$ cat config.mk
export PLATFORM = sky130hd
export DESIGN_NAME = uart_frame_rx
export DESIGN_NICKNAME = d
export VERILOG_FILES = /design/src/rtl/uart_pkg.sv /design/src/rtl/uart_rx_fifo.sv /design/src/rtl/uart_frame_rx.sv
export SDC_FILE = /design/constraint.sdc
export NUM_CORES = 1
export LEC_CHECK = 0
export ABC_AREA = 1
export BUFFER_PORTS_ARGS = -buffer_cell sky130_fd_sc_hd__buf_2
export CORE_UTILIZATION = 43
export DETAILED_ROUTE_END_ITERATION = 8
export PLACE_DENSITY = 0.65
export REMOVE_ABC_BUFFERS = 1
export SKIP_LAST_GASP = 1
export SLEW_MARGIN = 20
export SYNTH_ARGS = -nofsm -noshare
export SYNTH_HDL_FRONTEND = slang
export SYNTH_SLANG_ARGS = --single-unit
export TNS_END_PERCENT = 50
$ cat constraint.sdc
create_clock -name sys_clk -period 2.1 [get_ports sys_clk]
set_input_delay 0.315 -clock sys_clk [delete_from_list [all_inputs] [get_ports sys_clk]]
set_output_delay 0.315 -clock sys_clk [all_outputs]
set_load 0.03 [all_outputs]
$ cat src/rtl/uart_pkg.sv
// ---------------------------------------------------------------------------
// uart_pkg
// Shared UART definitions used by both the transmitter and the receiver:
// frame state encoding, default bit-cell length and data width.
// ---------------------------------------------------------------------------
package uart_pkg;

    localparam int UART_DATA_W           = 8;
    localparam int UART_CLKS_PER_BIT_DEF = 16;

    typedef enum logic [2:0] {
        ST_IDLE      = 3'd0,
        ST_START     = 3'd1,
        ST_DATA      = 3'd2,
        ST_STOP      = 3'd3,
        ST_WAIT_IDLE = 3'd4
    } uart_state_e;

endpackage

$ cat src/rtl/uart_rx_fifo.sv
// ---------------------------------------------------------------------------
// uart_rx_fifo
// First-word-fall-through receive FIFO. The head entry is presented on
// head_data whenever valid is high and stays put until popped.
// A push into a full FIFO is accepted only when a pop happens in the same
// cycle; otherwise the byte is dropped and drop pulses for one cycle.
//
// Ports:
//   clk        - clock, rising edge
//   rst_l      - synchronous active-low reset
//   push       - write request, push_data is the byte to store
//   push_data  - write data
//   pop        - read request (ignored while empty)
//   head_data  - head entry, 0 while empty
//   valid      - FIFO non-empty
//   count      - current occupancy
//   drop       - one-cycle pulse when a push was discarded
// ---------------------------------------------------------------------------
module uart_rx_fifo #(
    parameter int WIDTH = 8,
    parameter int DEPTH = 4
) (
    input  logic                     clk,
    input  logic                     rst_l,
    input  logic                     push,
    input  logic [WIDTH-1:0]         push_data,
    input  logic                     pop,
    output logic [WIDTH-1:0]         head_data,
    output logic                     valid,
    output logic [$clog2(DEPTH):0]   count,
    output logic                     drop
);

    localparam int PW   = $clog2(DEPTH);
    localparam int CNTW = PW + 1;

    logic [WIDTH-1:0] mem_r [DEPTH];
    logic [PW-1:0]    wr_ptr_r;
    logic [PW-1:0]    rd_ptr_r;
    logic [CNTW-1:0]  count_r;
    logic             drop_r;

    logic             full_s;
    logic             empty_s;
    logic             do_pop_s;
    logic             do_push_s;

    assign full_s    = (count_r == CNTW'(DEPTH));
    assign empty_s   = (count_r == {CNTW{1'b0}});
    assign do_pop_s  = pop && !empty_s;
    // A full FIFO still accepts a push when the head leaves in the same cycle.
    assign do_push_s = push && (!full_s || do_pop_s);

    // Storage array; contents are don't-care until written, so no reset.
    always_ff @(posedge clk) begin
        if (do_push_s) begin
            mem_r[wr_ptr_r] <= push_data;
        end
    end

    // Pointers, occupancy and drop pulse. Pointers wrap naturally (power-of-two depth).
    always_ff @(posedge clk) begin
        if (!rst_l) begin
            wr_ptr_r <= {PW{1'b0}};
            rd_ptr_r <= {PW{1'b0}};
            count_r  <= {CNTW{1'b0}};
            drop_r   <= 1'b0;
        end else begin
            if (do_push_s) begin
                wr_ptr_r <= wr_ptr_r + PW'(1);
            end
            if (do_pop_s) begin
                rd_ptr_r <= rd_ptr_r + PW'(1);
            end
            case ({do_push_s, do_pop_s})
                2'b10:   count_r <= count_r + CNTW'(1);
                2'b01:   count_r <= count_r - CNTW'(1);
                default: count_r <= count_r;
            endcase
            drop_r <= push && !do_push_s;
        end
    end

    assign head_data = empty_s ? {WIDTH{1'b0}} : mem_r[rd_ptr_r];
    assign valid     = !empty_s;
    assign count     = count_r;
    assign drop      = drop_r;

endmodule

$ cat src/rtl/uart_frame_rx.sv
// ---------------------------------------------------------------------------
// uart_frame_rx
// UART receiver: 8N1 frames, LSB first, oversampled with CLKS_PER_BIT
// system clocks per bit cell. Received bytes go into a FWFT FIFO.
//
// Ports:
//   sys_clk      - clock, rising edge
//   sys_rst_l    - synchronous active-low reset
//   uart_dataH   - asynchronous serial line, idle high
//   rx_dataH     - FIFO head byte (valid while rx_validH)
//   rx_validH    - FIFO non-empty
//   rx_readyH    - consumer accept; pop when rx_validH && rx_readyH
//   frame_errH   - one-cycle pulse when the stop bit is sampled low
//   overrunH     - one-cycle pulse when a completed byte is dropped (FIFO full)
//   fifo_countH  - FIFO occupancy
// ---------------------------------------------------------------------------
module uart_frame_rx
    import uart_pkg::*;
#(
    parameter int CLKS_PER_BIT = UART_CLKS_PER_BIT_DEF,
    parameter int FIFO_DEPTH   = 4
) (
    input  logic                          sys_clk,
    input  logic                          sys_rst_l,
    input  logic                          uart_dataH,
    output logic [UART_DATA_W-1:0]        rx_dataH,
    output logic                          rx_validH,
    input  logic                          rx_readyH,
    output logic                          frame_errH,
    output logic                          overrunH,
    output logic [$clog2(FIFO_DEPTH):0]   fifo_countH
);

    localparam int             CW        = $clog2(CLKS_PER_BIT);
    localparam logic [CW-1:0]  HALF_LAST = CW'(CLKS_PER_BIT / 2 - 1);
    localparam logic [CW-1:0]  FULL_LAST = CW'(CLKS_PER_BIT - 1);

    logic                    sync1_r;
    logic                    sync2_r;
    logic                    line_s;

    // Counts the two cycles the synchronizer needs to refill after reset.
    logic [1:0]              prime_r;
    logic                    prime_done_s;
    // Set once the line has been seen high after reset; until then a low
    // line is treated as a frame already in progress and skipped.
    logic                    armed_r;

    uart_state_e             state_r;
    uart_state_e             state_n;
    logic [CW-1:0]           cnt_r;
    logic [CW-1:0]           cnt_n;
    logic [2:0]              bit_idx_r;
    logic [2:0]              bit_idx_n;
    logic [UART_DATA_W-1:0]  shift_r;
    logic [UART_DATA_W-1:0]  shift_n;
    logic                    push_s;
    logic                    frame_err_s;
    logic                    frame_err_r;
    logic                    pop_s;

    // Two-flop synchronizer on the serial line; resets to the idle level.
    always_ff @(posedge sys_clk) begin
        if (!sys_rst_l) begin
            sync1_r <= 1'b1;
            sync2_r <= 1'b1;
        end else begin
            sync1_r <= uart_dataH;
            sync2_r <= sync1_r;
        end
    end

    assign line_s       = sync2_r;
    assign prime_done_s = (prime_r == 2'd2);

    // Post-reset priming counter and idle-seen flag.
    always_ff @(posedge sys_clk) begin
        if (!sys_rst_l) begin
            prime_r <= 2'd0;
            armed_r <= 1'b0;
        end else begin
            if (!prime_done_s) begin
                prime_r <= prime_r + 2'd1;
            end else begin
                prime_r <= prime_r;
            end
            armed_r <= armed_r || (prime_done_s && line_s);
        end
    end

    // Frame FSM next-state, counters, shift register and event strobes.
    always_comb begin
        state_n     = state_r;
        cnt_n       = cnt_r + CW'(1);
        bit_idx_n   = bit_idx_r;
        shift_n     = shift_r;
        push_s      = 1'b0;
        frame_err_s = 1'b0;
        case (state_r)
            ST_IDLE: begin
                cnt_n = {CW{1'b0}};
                if (prime_done_s && !line_s) begin
                    if (armed_r) begin
                        state_n   = ST_START;
                        bit_idx_n = 3'd0;
                    end else begin
                        state_n = ST_WAIT_IDLE;
                    end
                end else begin
                    state_n = ST_IDLE;
                end
            end
            ST_START: begin
                if (cnt_r == HALF_LAST) begin
                    cnt_n = {CW{1'b0}};
                    // A start bit that is already high again mid-cell was a glitch.
                    if (!line_s) begin
                        state_n = ST_DATA;
                    end else begin
                        state_n = ST_IDLE;
                    end
                end else begin
                    state_n = ST_START;
                end
            end
            ST_DATA: begin
                if (cnt_r == FULL_LAST) begin
                    cnt_n     = {CW{1'b0}};
                    shift_n   = {line_s, shift_r[UART_DATA_W-1:1]};
                    bit_idx_n = bit_idx_r + 3'd1;
                    if (bit_idx_r == 3'd7) begin
                        state_n = ST_STOP;
                    end else begin
                        state_n = ST_DATA;
                    end
                end else begin
                    state_n = ST_DATA;
                end
            end
            ST_STOP: begin
                if (cnt_r == FULL_LAST) begin
                    cnt_n = {CW{1'b0}};
                    if (line_s) begin
                        push_s  = 1'b1;
                        state_n = ST_IDLE;
                    end else begin
                        frame_err_s = 1'b1;
                        state_n     = ST_WAIT_IDLE;
                    end
                end else begin
                    state_n = ST_STOP;
                end
            end
            ST_WAIT_IDLE: begin
                cnt_n = {CW{1'b0}};
                if (line_s) begin
                    state_n = ST_IDLE;
                end else begin
                    state_n = ST_WAIT_IDLE;
                end
            end
            default: begin
                state_n = ST_IDLE;
                cnt_n   = {CW{1'b0}};
            end
        endcase
    end

    // Frame FSM state register; reset aborts any frame in progress silently.
    always_ff @(posedge sys_clk) begin
        if (!sys_rst_l) begin
            state_r     <= ST_IDLE;
            cnt_r       <= {CW{1'b0}};
            bit_idx_r   <= 3'd0;
            shift_r     <= {UART_DATA_W{1'b0}};
            frame_err_r <= 1'b0;
        end else begin
            state_r     <= state_n;
            cnt_r       <= cnt_n;
            bit_idx_r   <= bit_idx_n;
            shift_r     <= shift_n;
            frame_err_r <= frame_err_s;
        end
    end

    assign pop_s      = rx_validH && rx_readyH;
    assign frame_errH = frame_err_r;

    uart_rx_fifo #(
        .WIDTH (UART_DATA_W),
        .DEPTH (FIFO_DEPTH)
    ) u_fifo (
        .clk       (sys_clk),
        .rst_l     (sys_rst_l),
        .push      (push_s),
        .push_data (shift_r),
        .pop       (pop_s),
        .head_data (rx_dataH),
        .valid     (rx_validH),
        .count     (fifo_countH),
        .drop      (overrunH)
    );

endmodule

==> summary.md <==
| Metric | Value |
|---|---|
| VDD IR-drop max | 0.430 mV |
| First-pass detailed-route iteration total | 4 |
| Critical path arrival | 1.62 ns |
| Drt drc | 0 |
| Status | complete, no violations |
| Worst r2r src | cnt_r[0]$_SDFF_PN0_ |
| Required @ worst endpoint | 1.78 ns |
| FF+latch count, synth | 66 |
| RSZ-0062 raised after global routing | false |
| Crit Path Max Fanout | 16 |
| Avg Cell Area, Syn | 9.44 sq um |
| Largest net degree at the start of global routing | 22 |
| Max clock buf depth | 2 |
| Tot GR Track Use | 16.4% |
| Hold slack | 0.158 ns |
| Overall Power | 2.73 mW |
| CTS Buf Count | 9 |
| Clock Latency Late Sink | 0.34 ns |
| Max_slew headroom | 77.2% |
| Pwr dens | 855 nW/um^2 |
| Fin util | 52.7% |
| Die W | 82.1 microns |
| Layout Nets | 340 |
| Final ANT Viol Nets | 0 |
| Post-synthesis cell type count | 27 |
| Final critical-path required period | 1.94 ns |
| Hold Crit Start | uart_dataH |
| I/O pin count | 18 |
| Max Slew Vio Count | 0 |
| Final setup margin | 0.163 ns |
| CTS tree | yes |
| Initial Util | 45.5% |
| DRT iter0 DRCs | 115 |
| Antenna violations before repair | 0 |
| Psw | 0.716 mW |
| Sequential share of power | 51.1% |
| Finished layout cell area | 3200 sq um |
| Die area | 6740 sq um |
| Worst path max stage delay | 0.36 ns |
| Clock Root Buffer | clkbuf_8 |
| Worst setup SP type | flop |
| Post-synthesis cell area | 2760 sq um |
| Ys async rst share | 0% |
| Worst hold path type | input port to flop |
| Final Cycle Share | 92.2% |
| Logic pwr share | 11.4% |
| Setup Skew | 0.00472 ns |
| Clock power frac | 37.4% |
| Final setup violation count | 0 |
| Most common cell after layout, fill and taps aside | nor2_1 |
| Cell-internal power | 2.02 mW |
| Maxcap violations | 0 |
| Sw Share | 26.2% |
| Core area | 6060 sq um |
| Most frequent cells in the layout | nor2_1 (74), dfxtp_1 (34), edfxtp_1 (32) |
| Row cnt | 28 |
| Critical path class | flop to output pin |
| Setup TNS Final | 0 ns |
| Post-DR vias/cell | 4.82 |
| DR WL/cell | 11.9 microns |
| Pleak | 1.32 nW |
| # hold bufs at CTS | 0 |
| Post-synth top area share | 34.8% |
| Placement Setup Slack | 0.119 ns |
| Mapped Cells | 292 |
| Die height | 82.1 microns |
| Synth area leaders | edfxtp_1 (35%), dfxtp_1 (25%), nor2_1 (10%) |
| First-pass GRT wire length | 7910 microns |
| Cell area after placement | 2990 sq um |
| Max Fclk | 516 MHz |
| Routed wire length | 4840 microns |
| IO buf count | 17 |
| Final Hold Viols | 0 |
| Worst Setup End Kind | output pin |
| Final cell count without fillers | 406 |
| Vias in the first global route | 1741 |
| Main synth FF type | dfxtp_1 |
| Area Overhead vs Synth | 15.9% |
| Clock transition at path regs | 0.07 ns |
| DR vias | 1955 |
| Gr ovfl total | 0 |
| Placed Cells | 388 |
| Critical-path cell list | buf_4 -> inv_2 -> o21ai_0 -> a21oi_1 -> buf_2 |
| # diodes | 0 |
| Area leader, netlist | edfxtp_1 |
| EDFF count, synth | 32 |
| CTS Sinks | 66 |
| Worst-margin pin slew | 0.342 ns |
| Final HPWL DP | 3360 microns |
| YS warnings | 0 |
| Share of cells above drive strength 1 | 19.0% |
| Seq/Total Area, Yosys | 59.5% |
| H-tree depth | 3 |
| Critical-path top delay cell | dfxtp_1 |
| RD Place Congestion | 0.792 |
## layout make-up
cell class,count,area [sq um]
Inverter,30,113
Sequential cell,66,1640
Timing Repair Buffer,29,175
Multi-Input combinational cell,190,980
Clock inverter,7,70.1
Tap cell,75,93.8
Clock buffer,9,124
Fill cell,574,2860
## metal layers
layer / vias to the layer above / track usage, % / wire length (microns)
met2: 30 / 28.1 / 2390
met4: 0 / 9.47 / 118
met1: 879 / 18.9 / 2170
met3: 11 / 3.44 / 150
li1: 1035 / - / -
met5: - / 0 / 0
## cells in the mapped netlist (3+ instances only)
cell	count
o21ai_1	5
nand3_1	9
o21ai_0	27
inv_2	4
edfxtp_1	32
a21oi_1	22
inv_1	26
nor2_2	3
dfxtp_1	34
buf_2	3
nand2_1	24
nor2_1	74
ha_1	9
clkbuf_1	3
## worst max-delay path: cells and delay by family (launching register included)
kind,cells,cell delay (ns)
buf+inv,3,0.59
flops,1,0.36
compound gates,2,0.33
## sequential cells by signal, indices dropped and copies added (netlist names), 3 cells and up, named ones only
signal,count
cnt_r,4
bit_idx_r,3
state_r,3
u_fifo.count,3
shift_r,8
u_fifo.mem_r,32
## cells by family after synthesis
logic type,synth area share [%]
xor+xnor,0.635
simple gates,19.9
flops,59.5
compound gates,10.1
buf+inv,5.04
fa+ha+maj,4.81
## repair_timing
action | 4_1_cts | 5_1_grt
setup buffers | 0 | 2
resized for setup | 0 | 1
endpoints found under the setup margin | 0 | 1
## power groups by stage
| stage | clock network [mW] | logic, mW | registers, mW |
|---|---|---|---|
| floorplan | 0 | 0.205 | 1.44 |
| global placement | 0 | 0.306 | 1.42 |
| detailed placement | 0 | 0.319 | 1.43 |
| CTS | 1.04 | 0.320 | 1.40 |
| global route | 1.11 | 0.359 | 1.40 |
| finish | 1.02 | 0.313 | 1.40 |
## worst paths after layout
kind | to | slack (ns) | cells after the start
max reg2reg | u_fifo.count[2]$_SDFFE_PN0P_ | 0.18 | 12
min | sync1_r$_SDFF_PN1_ | 0.16 | 2
max | rx_dataH[0] | 0.16 | 5
min reg2reg | line_s$_SDFF_PN1_ | 0.42 | 1
No activity file was read; power rests on OpenSTA's default activity.
